[config.mk]
export PLATFORM = sky130hd
export DESIGN_NAME = fetch_unit_flat
export DESIGN_NICKNAME = d
export VERILOG_FILES = /design/src/rtl/fetch_unit_pkg.sv /design/src/rtl/fetch_unit_if.sv /design/src/rtl/fetch_queue.sv /design/src/rtl/fetch_unit.sv /design/src/flat_wrapper.sv
export SDC_FILE = /design/constraint.sdc
export NUM_CORES = 1
export LEC_CHECK = 0
export BUFFER_PORTS_ARGS = -buffer_cell sky130_fd_sc_hd__clkbuf_2
export CORE_ASPECT_RATIO = 2
export CORE_MARGIN = 1.5
export CORE_UTILIZATION = 35
export DETAILED_ROUTE_END_ITERATION = 10
export GPL_TIMING_DRIVEN = 0
export HOLD_SLACK_MARGIN = 0.1
export PLACE_DENSITY_LB_ADDON = 0.08
export SETUP_SLACK_MARGIN = 0.5
export SYNTH_ARGS = -nofsm -noshare
export SYNTH_HDL_FRONTEND = slang
export SYNTH_SLANG_ARGS = --single-unit
[constraint.sdc]
create_clock -name clk -period 6 [get_ports clk]
set_input_delay 1.2 -clock clk [delete_from_list [all_inputs] [get_ports clk]]
set_output_delay 1.2 -clock clk [all_outputs]
set_load 0.005 [all_outputs]
[src/rtl/fetch_unit_pkg.sv]
// Shared definitions for the fetch stage: default PCs, instruction width,
// opcode constants and the {pc, word} queue entry type.
package fetch_unit_pkg;

  localparam int          INST_W       = 32;
  localparam logic [31:0] RESET_PC_DEF = 32'h0000_0000;
  localparam logic [31:0] PC_LIMIT_DEF = 32'h0000_03FC;

  localparam logic [6:0] OPC_ITYPE = 7'b0010011;
  localparam logic [6:0] OPC_RTYPE = 7'b0110011;
  localparam logic [6:0] OPC_JAL   = 7'b1101111;

  typedef struct packed {
    logic [31:0]       pc;
    logic [INST_W-1:0] word;
  } fetch_entry_t;

  // Sequential successor of a fetch address; wraps to 0 after the limit.
  function automatic logic [31:0] next_pc(input logic [31:0] pc, input logic [31:0] limit);
    return (pc == limit) ? 32'h0 : pc + 32'd4;
  endfunction

endpackage

[src/rtl/fetch_unit_if.sv]
// Bundles the ROM port, the decode valid/ready handshake and the redirect
// input of the fetch stage; master is the fetch side.
interface fetch_unit_if;
  logic        imem_en;
  logic [31:0] imem_addr;
  logic [31:0] imem_rdata;
  logic        inst_valid;
  logic        inst_ready;
  logic [31:0] inst_data;
  logic [31:0] inst_pc;
  logic        redirect_valid;
  logic [31:0] redirect_pc;

  modport master (
    output imem_en, imem_addr, inst_valid, inst_data, inst_pc,
    input  imem_rdata, inst_ready, redirect_valid, redirect_pc
  );

  modport slave (
    input  imem_en, imem_addr, inst_valid, inst_data, inst_pc,
    output imem_rdata, inst_ready, redirect_valid, redirect_pc
  );
endinterface

[src/rtl/fetch_queue.sv]
// DEPTH-entry synchronous FIFO of {pc, word} entries; flush beats push.
// The caller guarantees no push when full and no pop when empty.
module fetch_queue
  import fetch_unit_pkg::*;
#(
  parameter int DEPTH = 2,
  localparam int AW = $clog2(DEPTH),
  localparam int CW = AW + 1
) (
  input  logic         clk,
  input  logic         rst_n,
  input  logic         push,
  input  logic         pop,
  input  logic         flush,
  input  fetch_entry_t din,
  output logic [CW-1:0] count,
  output fetch_entry_t head
);

  fetch_entry_t mem [DEPTH];
  logic [AW-1:0] rd_ptr;
  logic [AW-1:0] wr_ptr;

  always_ff @(posedge clk or negedge rst_n) begin
    if (!rst_n) begin
      rd_ptr <= '0;
      wr_ptr <= '0;
      count  <= '0;
    end else if (flush) begin
      rd_ptr <= '0;
      wr_ptr <= '0;
      count  <= '0;
    end else begin
      if (push) wr_ptr <= wr_ptr + 1'b1;
      if (pop)  rd_ptr <= rd_ptr + 1'b1;
      count <= count + CW'(push) - CW'(pop);
    end
  end

  // NOTE: storage has no reset; only the pointers and count do, and the
  // consumer masks the head while the queue is empty.
  always_ff @(posedge clk) begin
    if (push && !flush) mem[wr_ptr] <= din;
  end

  assign head = mem[rd_ptr];

endmodule

[src/rtl/fetch_unit.sv]
// Instruction-fetch stage: owns the PC, drives a 1-cycle-latency ROM and
// queues returned words for decode. Optional counters under FETCH_STATS_EN.
module fetch_unit
  import fetch_unit_pkg::*;
#(
  parameter int          DEPTH    = 2,
  parameter logic [31:0] RESET_PC = RESET_PC_DEF,
  parameter logic [31:0] PC_LIMIT = PC_LIMIT_DEF
) (
  input  logic clk,
  input  logic rst_n,
  fetch_unit_if.master bus
`ifdef FETCH_STATS_EN
  ,
  output logic [31:0] stat_stall_cnt,
  output logic [31:0] stat_redirect_cnt
`endif
);

  localparam int CW = $clog2(DEPTH) + 1;

  logic [31:0]   fetch_pc;
  logic [31:0]   pc_d;
  logic          inflight;
  logic [CW-1:0] count;
  fetch_entry_t  head;
  fetch_entry_t  resp;
  logic          valid;
  logic          deq;
  logic          issue;
  logic          push;
  logic [CW:0]   occ;
  logic [31:0]   target;

  // NOTE: combinational signals use blocking assignments with every output
  // defaulted first, so no latches are inferred.
  always_comb begin
    valid  = (count != '0);
    deq    = valid & bus.inst_ready;
    // occupancy after this edge if nothing new were issued
    occ    = {1'b0, count} + (CW+1)'(inflight) - (CW+1)'(deq);
    issue  = rst_n & ~bus.redirect_valid & (occ < (CW+1)'(DEPTH));
    push   = inflight & ~bus.redirect_valid;
    target = bus.redirect_pc & 32'hFFFF_FFFC;
    resp   = '{pc: pc_d, word: bus.imem_rdata};
  end

  // NOTE: sequential state uses non-blocking assignments only.
  always_ff @(posedge clk or negedge rst_n) begin
    if (!rst_n) begin
      fetch_pc <= RESET_PC;
      pc_d     <= '0;
      inflight <= 1'b0;
    end else if (bus.redirect_valid) begin
      fetch_pc <= target;
      inflight <= 1'b0;
    end else if (issue) begin
      fetch_pc <= next_pc(fetch_pc, PC_LIMIT);
      pc_d     <= fetch_pc;
      inflight <= 1'b1;
    end else begin
      inflight <= 1'b0;
    end
  end

  fetch_queue #(.DEPTH(DEPTH)) u_queue (
    .clk   (clk),
    .rst_n (rst_n),
    .push  (push),
    .pop   (deq),
    .flush (bus.redirect_valid),
    .din   (resp),
    .count (count),
    .head  (head)
  );

  assign bus.imem_en    = issue;
  assign bus.imem_addr  = fetch_pc;
  assign bus.inst_valid = valid;
  assign bus.inst_data  = valid ? head.word : '0;
  assign bus.inst_pc    = valid ? head.pc   : '0;

`ifdef FETCH_STATS_EN
  always_ff @(posedge clk or negedge rst_n) begin
    if (!rst_n) begin
      stat_stall_cnt    <= '0;
      stat_redirect_cnt <= '0;
    end else begin
      if (!valid && stat_stall_cnt != 32'hFFFF_FFFF)
        stat_stall_cnt <= stat_stall_cnt + 32'd1;
      if (bus.redirect_valid && stat_redirect_cnt != 32'hFFFF_FFFF)
        stat_redirect_cnt <= stat_redirect_cnt + 32'd1;
    end
  end
`endif

endmodule

[src/flat_wrapper.sv]
// flat-port wrapper written by rule: the top's interface ports become plain ports
module fetch_unit_flat import fetch_unit_pkg::*;
#(
  parameter int          DEPTH    = 2,
  parameter logic [31:0] RESET_PC = RESET_PC_DEF,
  parameter logic [31:0] PC_LIMIT = PC_LIMIT_DEF
)
  (clk, rst_n, bus_imem_en, bus_imem_addr, bus_inst_valid, bus_inst_data, bus_inst_pc, bus_imem_rdata, bus_inst_ready, bus_redirect_valid, bus_redirect_pc);
  fetch_unit_if bus_i ();
  input  logic clk;
  input  logic rst_n;
  output wire logic [$bits(bus_i.imem_en)-1:0] bus_imem_en;
  output wire logic [$bits(bus_i.imem_addr)-1:0] bus_imem_addr;
  output wire logic [$bits(bus_i.inst_valid)-1:0] bus_inst_valid;
  output wire logic [$bits(bus_i.inst_data)-1:0] bus_inst_data;
  output wire logic [$bits(bus_i.inst_pc)-1:0] bus_inst_pc;
  input wire logic [$bits(bus_i.imem_rdata)-1:0] bus_imem_rdata;
  input wire logic [$bits(bus_i.inst_ready)-1:0] bus_inst_ready;
  input wire logic [$bits(bus_i.redirect_valid)-1:0] bus_redirect_valid;
  input wire logic [$bits(bus_i.redirect_pc)-1:0] bus_redirect_pc;
  assign bus_imem_en = bus_i.imem_en;
  assign bus_imem_addr = bus_i.imem_addr;
  assign bus_inst_valid = bus_i.inst_valid;
  assign bus_inst_data = bus_i.inst_data;
  assign bus_inst_pc = bus_i.inst_pc;
  assign bus_i.imem_rdata = bus_imem_rdata;
  assign bus_i.inst_ready = bus_inst_ready;
  assign bus_i.redirect_valid = bus_redirect_valid;
  assign bus_i.redirect_pc = bus_redirect_pc;
  fetch_unit #(.DEPTH(DEPTH), .RESET_PC(RESET_PC), .PC_LIMIT(PC_LIMIT)) u_core (.clk(clk), .rst_n(rst_n), .bus(bus_i));
endmodule
# ---- Word-level counts from Yosys, hierarchy flattened
# Memories as Yosys holds them, arrays and structs flattened.
# Index checks and enable logic that the tools add are counted.
dict set report op_classes {
  addsub 7
  n_lt_le_gt_ge 1
  eq_ne 1
  n_mux 14
  n_bitwise 5
  reduce_logical 7
}
# cell n
set op_table {}
lappend op_table {{$mux 32} 5}
lappend op_table {{$add 32x3->32 const B} 1}
lappend op_table {{$eq 32x10->1 const B} 1}
lappend op_table {{$mux 1} 8}
lappend op_table {{$reduce_bool 2->1} 4}
lappend op_table {{$and 1x1->1} 4}
lappend op_table {{$add 2x1->3} 1}
lappend op_table {{$lt 3x2->1 const B} 1}
lappend op_table {{$sub 3x1->3} 1}
lappend op_table {{$add 1x1->1 const B} 2}
lappend op_table {{$add 2x1->2} 1}
lappend op_table {{$mux 2} 1}
lappend op_table {{$reduce_and 2->1} 1}
lappend op_table {{$sub 2x1->2} 1}
lappend op_table {{$logic_and 1x1->1} 1}
lappend op_table {{$logic_not 1->1} 1}
lappend op_table {{$not 1->1} 1}
dict set report word_totals {
  register_bits 69
  mem_bits_rw 128
  input_bits 68
  output_inout_bits 98
  word_cells 42
  mem_count 1
}
# memory words word_bits rd rd_clocked_by_memory_dff write_ports line
set mem_list {}
lappend mem_list {u_core.u_queue.mem 2 64 1 0 1 fetch_queue.sv:20} ;# fetch_entry_t mem [DEPTH];

# ---- Longest topological paths before layout
# Gate-level depths: netlist of run 1.
dict set report depth {
  word_depth 7
  ltp_mapped 11
  mapped_depth_nobuf 11
}

# ---- Modules after synthesis
# From an unflattened synthesis of run 1, not the netlist that was laid out.
dict set report hier_totals {
  hier_cells 674
  area_unflattened_um2 8789.7
}
# mod instances cells_each area_per_inst_um2 seq_area_each_um2
set by_module_without_submodules {}
lappend by_module_without_submodules {fetch_queue 1 216 5027.3 3943.8}
lappend by_module_without_submodules {fetch_unit 1 458 3762.4 1526.5}

# ---- Least setup slack after synthesis of run 1
# OpenSTA, ideal clock, no wires.
dict set report synth_timing {
  kind {input port to flip-flop}
  from {in bus_redirect_valid}
  to {mem u_core.u_queue.mem[0][0] (netlist name) (enable)}
  setup_time_ns 0.482
  arrival_time_ns 4.301
  required_time_ns 5.518
  slack_ns 1.217
  path_stages 4
  n_path_buf 1
  path_cell_list {clkinv_1 -> clkbuf_1 -> nand2_1 -> nor2_1}
}
dict set report synth_between {
  elab_chain_len 5
  elab_cells_between_ends 6
  cone_classes {2 x mux; 2 x bitwise; 2 x reduce/logical}
}
# element line
set synth_lines {}
lappend synth_lines {{start, declared} flat_wrapper.sv:19} ;# input wire logic [$bits(bus_i.redirect_valid)-1:0] bus_redirect_valid;
lappend synth_lines {{$not 1->1 (no line)} --}
lappend synth_lines {{$and 1x1->1} fetch_unit.sv:43} ;# push = inflight & ~bus.redirect_valid;
lappend synth_lines {{$logic_and 1x1->1 (*)} fetch_queue.sv:43} ;# if (push && !flush) mem[wr_ptr] <= din;
lappend synth_lines {{$mux 1 (*)} fetch_queue.sv:43}
lappend synth_lines {{$mux 1 (not written as such) (*)} fetch_queue.sv:43}
lappend synth_lines {{end, declared} fetch_queue.sv:20}
# Mark *: on every way between the ends. The rest lies on a longest branch, timed or not.

# ---- Final worst setup path of run 1
dict set report layout_timing {
  from {reg u_core.u_queue.count[1]}
  to {out bus_imem_en}
}
dict set report layout_between {
  elab_chain_len 5
  elab_cells_between_ends 6
  cone_classes {2 x add/sub; 1 x order compare; 2 x bitwise; 1 x reduce/logical}
}
# element line
set layout_lines {}
lappend layout_lines {{start, declared} fetch_queue.sv:16} ;# output logic [CW-1:0] count,
lappend layout_lines {{start signal, assigned} fetch_queue.sv:36} ;# count <= count + CW'(push) - CW'(pop);
lappend layout_lines {{parallel branches: the longest is 2 deep, another holds $add 2x1->3} --}
lappend layout_lines {{$sub 3x1->3 (*)} fetch_unit.sv:41} ;# occ = {1'b0, count} + (CW+1)'(inflight) - (CW+1)'(deq);
lappend layout_lines {{$lt 3x2->1 (*)} fetch_unit.sv:42} ;# issue = rst_n & ~bus.redirect_valid & (occ < (CW+1)'(DEPTH));
lappend layout_lines {{$and 1x1->1 (*)} fetch_unit.sv:42}
lappend layout_lines {{end, declared} flat_wrapper.sv:12} ;# output wire logic [$bits(bus_i.imem_en)-1:0] bus_imem_en;
# Every way passes the cells marked *.

==> impl.org, run 1 <==
** Synthesis
- During synthesis, Yosys emitted a total of 0 warnings.
- Post-synthesis instance total :: 670
- EDFF count, synth :: 124
- Top post-synthesis cells by area :: edfxtp_1 (46%), dfrtp_1 (20%), mux2i_1 (7.8%), nand2_1 (6.5%), nor2_1 (3.7%)
- The synthesized netlist contains 55 unique library cells.
- A synthesized cell averages 12.1 sq um.
- Combined area of all synthesized cells :: 8120 sq um
- Of the synthesized area, sequential elements account for 65.9%.
- Leading cell types by count after synthesis :: nand2_1 (141), edfxtp_1 (124), nor2_1 (79)
- Ys flop type :: edfxtp_1
- After synthesis, the share of flip-flops with an asynchronous set or reset is 34.4%.
- Of the post-synthesis cell area, the dominant cell type holds 45.9%.
- The synthesized design contains 189 register bits.
- In the post-synthesis netlist, the cell with the most instances is nand2_1.
- Library cell with the largest summed area after synthesis :: edfxtp_1

** Detailed routing
- The first detailed-routing pass took 4 iterations.
- The count of nets left with antenna violations once routing finished came out at 0.
- After detailed routing, the average wire length per cell comes to 19.3 microns.
- Routed vias/inst :: 5.03
- In the routed design, unresolved DRC markers number 0.
- For this block, the routed nets add up to 22.1 mm of wire.
- Count of vias placed by the detailed router :: 5,774
- Initial drt markers :: 290

** Timing
- Setup repair after global routing left no endpoint under its margin.
- Min cycle time layout :: 5030 ps
- Worst relative slew slack :: 37.3%
- Once routing completed, OpenROAD measured the worst setup slack at 968 ps.
- At the pin with the least slew margin, the transition time is 932 ps.
- Post-Route Skew :: 13.0 ps
- Final setup fails :: 0
- The number of slew-limit violations in the final report is 0.
- Timing would allow up to 0.199 GHz.
- Final hold violation count :: 0
- Period utilisation layout :: 83.9%

** Setup path
- Required time of the critical path :: 4800 ps
- Top fanout value on the critical path :: 10
- On the worst path, the slowest cell contributes a delay of 490 ps.
- At the worst endpoint, the arrival time is 3830 ps.
- STA classifies the critical path endpoint as an output pin.
- The critical path crosses 10 cells after its start point.
- The critical path goes through nor2_4 -> inv_1 -> and2_1 -> nor2b_1 -> fa_1 -> xnor2_1 -> nand3_1 -> clkinv_1 -> clkbuf_1 -> clkbuf_2.
- STA classifies the critical path startpoint as a flop.
- The cell family contributing the most delay on the critical path is buffers and inverters.
- The number of cells on the worst reg-to-reg path is 11.
- For this design, the slowest cell found on the critical path is dfrtp_1.
- Crit Path Category :: flop to output pin
- The number of buffers and inverters on the critical path is 4.

** Clock network
- Number of buffers on the longest clock path :: 2
- Clk Latency, worst-skew pair :: 430 ps
- In this run, CTS created clock tree buffers numbering 17.
- Clk slew on worst S/H paths :: 60 ps
- Number of H-tree levels :: 4
- Post-CTS timing repair inserted 0 buffers for setup.
- In this run, post-CTS hold repair placed 0 buffers.
- Counting every sink on the clock net gives 189.
- Root buffer cell :: clkbuf_16
- TritonCTS built the clock tree.

** Placed design
- Setup slack at placement :: 950 ps
- Number of buffers added on ports :: 159
- The congestion estimate from routability-driven global placement came to 0.890.
- The number of placed instances, taps included, is 1,115.
- The wire-length estimate of the detail-placed layout is 16.6 mm.
- After detailed placement, the total cell area comes to 9360 sq um.

** Layout
- Post-route insts no fill :: 1,147
- Sequential cell area :: 5350 sq um
- Area occupied by multi-input gates :: 2580 sq um
- Filler cell count in the final layout :: 2,264
- Compared with the post-synthesis result, the final layout area differs by 22.6%.
- Number of nets in the layout :: 926
- The repair_antennas step left the layout with diodes totalling 0.
- Layout cell share with drive strength beyond 1 :: 24.6%
- The finished cells cover 9950 sq um.

** Global routing
- Global-route wire length before repair :: 34.5 mm
- Maximum number of pins on one net before global-route repair :: 63
- Antenna violations before repair :: 0
- Global routing used 18.8% of the available tracks across all layers.
- Gr ovfl total :: 0
- The via count of the first global-routing pass came to 6,028.

** Hold path
- The worst hold path belongs to the class flop to flop.
- Hold path depth :: 0

** Die
- Std cell rows :: 78
- The core region is 22,700 sq um.
- The die is 111 microns wide.
- The initial utilization of the core area, before any placement, comes to 35.7%.
- The floorplan step defined a die boundary enclosing 24,200 sq um.
- 166 I/O pins were placed.
- Height of the die :: 218 microns

** Status
- Status :: finished clean

** Power and ir drop
- Power density over the cells :: 402 nW/um^2
- Summed over all nets, the switching power comes to 1280 uW.
- IR Drop Worst-Case VDD :: 225 uV
- Summed over all cells, the static leakage comes to 0.00398 uW.
- P_int :: 2720 uW
- Sequential cells account for 46.6% of the total power.
- Clk pwr share :: 27.8%
- In this run switching power makes up 32.1% of total power.
- Combinational cells account for 25.6% of the total power.

** Run
- Max Cap Violations :: 0
power by group through the flow:
stage | sequential (uW) | clock (uW) | combinational, uW
6_report | 1860 | 1110 | 1020
5_1_grt | 1890 | 1200 | 1160
4_1_cts | 1860 | 1150 | 1050
3_5_place_dp | 1890 | 0 | 1050
3_3_place_gp | 1870 | 0 | 1020
2_1_floorplan | 1830 | 0 | 615
worst paths after layout:
check,slack [ps],from,end
setup / recovery,970,u_core.u_queue.count[1]$_DFF_PN0_,bus_imem_en
hold / removal,470,u_core.pc_d[17]$_DFFE_PN0P_,u_core.u_queue.mem[1][49]$_DFFE_PP_
setup reg to reg,2380,u_core.u_queue.count[1]$_DFF_PN0_,u_core.bus.imem_addr[27]$_DFFE_PN0P_
hold reg to reg,470,u_core.pc_d[17]$_DFFE_PN0P_,u_core.u_queue.mem[1][49]$_DFFE_PP_
max in group asynchronous,4680,rst_n,u_core.pc_d[16]$_DFFE_PN0P_
min in group asynchronous,740,rst_n,u_core.bus.imem_addr[28]$_DFFE_PN0P_
metrics by stage:
step	util [%]	hold WS (ps)	power, uW	TNS (ps)
floorplan	-	442	2440	0
global placement	40.8	454	2890	-58030
detailed placement	41.1	460	2930	0
CTS	43.7	477	4070	0
global route	43.8	484	4240	0
finish	43.8	470	4000	0
timing repair:
item / 4_1_cts / 5_1_grt
endpoints found under the setup margin: 1 / 1
resized for setup: 1 / 1
endpoints found under the hold margin: 0 / 0
pin swaps: 0 / 0
placed cells by master, fill, tap and decap left out, types with 8 or more instances in the layout:
cell type	instances
nand2_1	141
clkbuf_16	19
a21oi_1	8
dfrtp_1	65
o21ai_0	14
nand4_1	11
clkbuf_1	24
nand3_1	12
buf_1	8
nor4_1	9
xnor2_1	16
edfxtp_1	124
nor2_1	77
mux2i_1	63
clkbuf_2	159
final cells by class:
type,instances,share of cell area [%]
Sequential cell,189,53.8
Multi-Input combinational cell,436,25.9
Timing Repair Buffer,162,8.70
Clock buffer,21,4.85
Tap cell,280,3.52
Buffer,41,1.94
Clock inverter,11,1.06
Inverter,7,0.264
kinds of logic after synthesis:
group,after synthesis,share of synthesized area (%)
AOI/OAI and AO/OA,54,4.64
xor gates and xnor gates,21,2.27
adders and majority gates,4,0.709
buffers and inverters,48,2.70
DFF,189,65.9
muxes,64,7.91
other,1,0.0462
and+or+nand+nor,289,15.8
registers in the layout, summed over array words and instances, names as in the netlist:
signal	cells
u_core.bus.imem_addr	30
u_core.inflight	1
u_core.pc_d	30
u_core.u_queue.count	2
u_core.u_queue.mem	124
u_core.u_queue.rd_ptr	1
u_core.u_queue.wr_ptr	1
metal layers:
layer	GRT usage, %	routed length [microns]
met5	0	0
met3	3.61	881
met4	10.6	1110
met1	19.4	8000
met2	35.4	12100
Power figures use the tool's default switching activity.
==> inputs of run 2 (changes only) <==
==> constraint.sdc (replaced) <==
create_clock -name clk -period 4.8 [get_ports clk]
set_input_delay 0.96 -clock clk [delete_from_list [all_inputs] [get_ports clk]]
set_output_delay 0.96 -clock clk [all_outputs]
set_load 0.005 [all_outputs]
==> run 2 against run 1 <==
Sequential cell count did not move. Setup slack got worse by 250 ps. Sequential share of layout area fell by 0.32 points. Via count fell by 0.47%. Largest cell class unchanged. Critical endpoint unchanged. Non-clock buffer count did not move. Clock skew fell by 3.2 ps. Cell area rose by 0.59%. Utilization rose by 0.26 points. Register-to-register slack got worse by 840 ps. Sequential power rose by 25%. First-iteration DRC count rose by 3.4%.
==> impl.org, run 2 (synthesized netlist as in run 1, its figures left out) <==
** Status
- Status :: finished clean

** Setup path
- Startpoint of the most critical setup path :: u_core.u_queue.count[1]$_DFF_PN0_
- Required time of the critical path :: 3840 ps
- Kind of end point of the critical path :: output pin
- Ordered list of cells on the worst path :: nor2_4 -> inv_1 -> and2_1 -> nor2b_1 -> fa_1 -> and2_1 -> nand3_2 -> clkinv_2 -> clkbuf_2 -> clkbuf_2
- Crit Path Category :: flop to output pin
- Launching element type of the critical path :: flop
- CP peak stage delay :: 530 ps
- R2R Path Start :: u_core.u_queue.count[1]$_DFF_PN0_
- In this run the worst path has a maximum fanout of 10.
- The slowest stage of the critical path is the fa_1 cell.
- Data arrival time of the critical path :: 3120 ps

** Detailed routing
- The detailed router finished its first iteration with 300 violations.
- Wires add up to 22.0 mm.
- Across all layers, the routed design uses 5,747 vias.
- The first TritonRoute pass finished after 5 iterations.
- Once detail routing completed, the nets flagged for antenna violations numbered 0.
- Routed vias/inst :: 5.01
- Number of DRC violations after detailed routing :: 0
- DR WL/cell :: 19.2 microns

** Clock network
- Number of buffers added to fix hold violations after cts :: 0
- Clk Latency, worst-skew pair :: 440 ps
- Counting every sink on the clock net gives 189.
- Number of buffers on the longest clock path :: 2
- CTS built an H-tree with a depth of 4.
- TritonCTS built the clock tree.
- The cell sitting at the root of the clock tree is a clkbuf_16.
- TritonCTS created 17 clock buffers.
- Clk slew on worst S/H paths :: 70 ps

** Power and ir drop
- IR Drop Worst-Case VDD :: 256 uV
- Switch Pwr :: 1610 uW
- Combinational logic is responsible for 24.9% of the overall power.
- Per report_power, the clock group accounts for 30.2% of the total.
- P_int :: 3560 uW
- Net switching is 31.2% of the power.
- Dividing total power by cell area gives a power density of 516 nW/um^2.
- Of the total power, registers draw 44.9%.
- Leakage :: 0.00401 uW

** Die
- 166 I/O pins were placed.
- Once the floorplan was initialized, standard cells occupied 35.7% of the core.
- The die is 218 microns tall.
- DIE AREA :: 24,200 sq um
- Chip width :: 111 microns
- Placeable core region :: 22,700 sq um
- Std cell rows :: 78

** Layout
- More flip-flops sit in one register than any other, and that register is u_core.u_queue.mem.
- Once layout is done, the placed cells without fillers occupy 10,000 sq um.
- Cells fill 44.0% of the core in the end.
- Excluding fillers, the count of instances in the completed layout stands at 1,147.
- Flip-flop count of the largest register, all copies and words added :: 124
- Leaving out fill and tap cells, the most frequent cells in the layout are clkbuf_2 (160), nand2_1 (141), edfxtp_1 (124).
- From synthesis to final layout, the design area changed by 23.3%.
- The layout has 2,195 filler cells.
- Sequential cell area :: 5350 sq um
- Most common cell after layout, fill and taps aside :: clkbuf_2
- The repair_antennas step left the layout with diodes totalling 0.
- In the final design database the tool counted 926 nets.
- Of the cells placed in the final design, the portion with a size suffix greater than 1 is 25.1%.
- Area occupied by multi-input gates :: 2590 sq um

** Timing
- Final hold analysis gives a worst-case slack of 476 ps.
- Post-Route Skew :: 9.81 ps
- Final hold violation count :: 0
- Worst setup slack after layout :: 715 ps
- Actual transition at the worst max-transition pin :: 1120 ps
- Min cycle time layout :: 4080 ps
- Final setup fails :: 0
- Timing would allow up to 0.245 GHz.
- The number of slew-limit violations in the final report came to 0.
- Period utilisation layout :: 85.1%
- Setup repair after global routing missed its margin :: no
- Worst relative slew slack :: 24.6%

** Placed design
- DP Wirelength :: 16.2 mm
- Port buffering added 159 buffers.
- At the end of routability-driven placement, the weighted congestion stood at 0.880.
- Number of cells in the design after placement :: 1,114
- Cell area after placement :: 9330 sq um
- Setup slack at placement :: 20.2 ps

** Run
- Max Cap Violations :: 0

** Hold path
- Hold Crit Class :: flop to flop
- The worst hold path begins at u_core.pc_d[7]$_DFFE_PN0P_.

** Global routing
- Gr ovfl total :: 0
- Global routing used 18.8% of the available tracks.
- The via count of the first global-routing pass is 6,124.
- Entering global routing, the biggest net connects 63 pins.
- Antenna violations before repair :: 0
- The first global-routing pass estimated 34.2 mm of wire.
run 2: worst paths after layout:
check	slack [ps]	to	depth (start not counted)
max in group asynchronous	3730	u_core.pc_d[6]$_DFFE_PN0P_	2
min	480	u_core.u_queue.mem[0][39]$_DFFE_PP_	0
min in group asynchronous	490	u_core.bus.imem_addr[31]$_DFFE_PN0P_	1
max	720	bus_imem_en	10
min reg2reg	480	u_core.u_queue.mem[0][39]$_DFFE_PP_	0
max reg2reg	1540	u_core.bus.imem_addr[7]$_DFFE_PN0P_	11
run 2: final cells by class:
class	instances	share of cell area, %
Sequential cell	189	53.4
Multi-Input combinational cell	436	25.9
Timing Repair Buffer	162	8.45
Clock buffer	18	4.39
Tap cell	280	3.50
Clock inverter	14	2.12
Buffer	41	1.94
Inverter	7	0.275
run 2: power by group through the flow:
stage,Clock (uW),Combinational [uW],Sequential (uW)
after detailed placement,0,1300,2360
after floorplan,0,769,2280
after global routing,1660,1450,2360
final,1560,1280,2320
after CTS,1600,1320,2320
after global placement,0,1270,2340
run 2: critical path: cells and delay by family, from the launching register on:
kind / cells / cell delay, ps
buffers and inverters: 4 / 710
and+or+nand+nor: 5 / 940
DFF: 1 / 500
adders and majority gates: 1 / 530
run 2: what timing repair did:
item / CTS / global route
buffers inserted: 1 / 0
resized for setup: 5 / 1
endpoints found under the setup margin: 1 / 1
pin swaps: 1 / 0
run 2: through the flow:
step	total power (uW)	setup TNS, ps
4_1_cts	5240	0
5_1_grt	5470	0
3_5_place_dp	3660	0
6_report	5170	0
2_1_floorplan	3050	0
3_3_place_gp	3610	-14000
run 2: routing by layer:
metal | wire length (microns) | track usage, %
met1 | 7940 | 19.7
met2 | 12300 | 35.3
met3 | 843 | 3.08
met4 | 942 | 10.2
met5 | 0 | 0
==> inputs of run 3 (changes only) <==
--- a/config.mk
+++ b/config.mk
@@ -6,6 +6,8 @@
 export NUM_CORES = 1
 export LEC_CHECK = 0
 export BUFFER_PORTS_ARGS = -buffer_cell sky130_fd_sc_hd__clkbuf_2
+export CELL_PAD_IN_SITES_DETAIL_PLACEMENT = 1
+export CELL_PAD_IN_SITES_GLOBAL_PLACEMENT = 1
 export CORE_ASPECT_RATIO = 2
 export CORE_MARGIN = 1.5
 export CORE_UTILIZATION = 35
==> run 3 against run 2 <==
Combinational power up 3%. Total power down 3.4%. Clock skew up 1.9 ps. Maximum frequency up 1.2%. Count of clock-buffer cells in the layout up 2. First-iteration DRC count down 19%. Critical path depth unchanged. Utilization down 0.31 points. Via count up 0.71%. Sequential share of layout area up 0.38 points. Global-route usage up 1.4 points. Sequential power about the same.
==> impl.org, run 3 (synthesized netlist as in run 1, its figures left out) <==
** Status
- The flow ran to the end, and the final reports show no timing, DRC or antenna violations.

** Timing
- Of the available clock period, the critical path in the final layout requires 84.1%.
- Subtracting the final worst setup slack from the clock period gives 4040 ps.
- Number of slew-limit violations in the final report :: 0
- Fmax :: 0.248 GHz
- Actual transition at the worst max-transition pin :: 1070 ps
- On the final layout, the worst hold slack is 469 ps.
- The worst pin sits at a relative slew slack of 28.3%.
- Setup repair after global routing left no endpoint under its margin.
- Final setup fails :: 0
- The clock arrives with 11.7 ps of skew.
- The count of endpoints failing hold in the final timing report came to 0.
- Aggregate negative setup slack :: 0 ps

** Clock network
- TritonCTS created 17 clock buffers.
- Hold repair after CTS inserted 0 buffers.
- Number of clock sinks seen by CTS :: 189
- Clock-pin slew was measured on the worst setup and hold paths at 70 ps.
- Number of H-tree levels :: 4
- Root buffer cell :: clkbuf_16
- TritonCTS built the clock tree.
- Counting along the longest clock path gives a buffer depth of 2.
- The clock reaches the later pin of the worst-skew pair after 440 ps.

** Detailed routing
- DR WL/cell :: 20.4 microns
- The detail route stage leaves a number of antenna-violating nets equal to 0.
- Count of vias placed by the detailed router :: 5,788
- Routed Wire Length :: 23.4 mm
- In the routed design, unresolved DRC markers number 0.
- Routed vias/inst :: 5.04
- Initial drt markers :: 243
- 1st-pass router iterations :: 4

** Hold path
- The path class of the tightest hold or removal check is flop to flop.
- The startpoint identified for the worst hold timing path is u_core.pc_d[13]$_DFFE_PN0P_.

** Layout
- Relative to the synthesized area, the layout overhead comes to 22.5%.
- N_diodes :: 0
- The layout has 2,552 filler cells.
- Layout cell share with drive strength beyond 1 :: 24.9%
- Register with the highest flop count :: u_core.u_queue.mem
- Leaving out fill and tap cells, the most frequent cell in the layout is clkbuf_2.
- The register with the most flip-flops in the layout has 124 of them.
- Number of nets in the layout :: 927
- Most frequent cells in the layout :: clkbuf_2 (160), nand2_1 (141), edfxtp_1 (124)

** Die
- Height of the die :: 218 microns
- Chip width :: 111 microns
- The region available for standard cell placement spans 22,700 sq um.
- Once the floorplan was initialized, standard cells occupied 35.7% of the core.
- The floorplan has 78 rows.
- 166 I/O pins were placed.
- The die covers 24,200 sq um.

** Global routing
- Entering global routing, the biggest net connects 63 pins.
- Antenna violations before repair :: 0
- Number of global-route vias before repair :: 6,424
- Total GRT Usage :: 20.2%
- The first global-routing pass estimated 36.7 mm of wire.
- Gr ovfl total :: 0

** Power and ir drop
- Leakage :: 0.00397 uW
- Sw Ratio :: 33.0%
- Of the total power, registers draw 46.6%.
- Clk pwr share :: 27.1%
- Power density over the cells :: 502 nW/um^2
- Logic gate share of total power :: 26.4%
- Switch Pwr :: 1650 uW
- IR Drop Worst-Case VDD :: 261 uV
- P_int :: 3350 uW

** Setup path
- Required time of the critical path :: 3840 ps
- At the worst endpoint, the arrival time is 3080 ps.
- Startpoint of the most critical setup path :: u_core.u_queue.count[1]$_DFF_PN0_
- In this run the critical register-to-register path is launched from u_core.u_queue.count[1]$_DFF_PN0_.
- Top fanout value on the critical path :: 10
- Launching element type of the critical path :: flop
- The worst setup path is captured at an output pin.
- Crit Path Category :: flop to output pin

** Placed design
- During placement, the flow inserted port buffers numbering 159.
- The congestion estimate from routability-driven global placement came to 0.853.
- After legalization and detailed placement, the total HPWL measured 17.7 mm.

** Run
- Across the run, the number of max-cap violations was 0.
## run 3: changes by cell type in the layout (fill, tap and decap cells not counted), moves of 2 or more
cell,change
inv_6,-3
clkinv_4,+2
clkbuf_1,+3
inv_8,+2
clkinv_2,-2
bufinv_16,-4
clkinvlp_4,+2
## run 3: path summary, 6_finish.rpt
| check | to | slack (ps) | depth (start not counted) |
|---|---|---|---|
| setup reg to reg | u_core.bus.imem_addr[7]$_DFFE_PN0P_ | 1470 | 11 |
| hold / removal | u_core.u_queue.mem[0][45]$_DFFE_PP_ | 470 | 0 |
| hold reg to reg | u_core.u_queue.mem[0][45]$_DFFE_PP_ | 470 | 0 |
| setup / recovery | bus_imem_en | 760 | 10 |
| max in group asynchronous | u_core.pc_d[6]$_DFFE_PN0P_ | 3700 | 2 |
| min in group asynchronous | u_core.bus.imem_addr[25]$_DFFE_PN0P_ | 500 | 1 |
## run 3: metal layers
metal / up-vias / GRT usage (%) / part of all wire (%)
li1: 2744 / - / -
met5: - / 0 / 0
met4: 0 / 12.4 / 5.7
met1: 2812 / 20.6 / 36
met3: 52 / 2.97 / 3.0
met2: 180 / 38.2 / 55
## run 3: final cells by class
class                   instances  area (sq um)  share of cell area [%]
flip-flops and latches        189          5350                    53.8
multi-input cells             436          2600                    26.1
repair buffers                163           866                    8.71
clock buffers                  20           437                    4.39
well taps                     280           350                    3.52
plain buffers                  41           194                    1.95
clock inverters                12           116                    1.17
inverters                       7          28.8                   0.289
## run 3: per-stage QoR
step           util, %  cell area, sq um  worst slack (ps)  total power (uW)  std cells
5_1_grt           43.7              9940               550              5310       1148
3_5_place_dp      41.1              9350             -63.8              3700       1115
4_1_cts           43.6              9920               570              5070       1148
6_report          43.7              9940               765              4990       1148
2_1_floorplan        -              8130              1270              3050        673
3_3_place_gp      40.8              9280              -346              3620       1112
## run 3: worst max-delay path, stage by stage, from the launching register on
cell and delay (ps):
dfrtp_1 500, nor2_4 160, inv_1 100, and2_1 200, nor2b_1 160, fa_1 550, and2_1 220, nand3_4 180
inv_4 180, clkbuf_2 240, clkbuf_2 150
## run 3: repair_timing
action                     CTS  global route
gates resized for setup      5             3
setup endpoints to repair    1             1
cloned                       0             0
buffers inserted             1             0
pin swaps                    1             0
## run 3: power groups by stage
| stage | registers (uW) | logic (uW) | clock network, uW |
|---|---|---|---|
| 2_1_floorplan | 2280 | 769 | 0 |
| 5_1_grt | 2370 | 1490 | 1450 |
| 4_1_cts | 2330 | 1350 | 1390 |
| 6_report | 2320 | 1320 | 1350 |
| 3_3_place_gp | 2340 | 1290 | 0 |
| 3_5_place_dp | 2360 | 1330 | 0 |
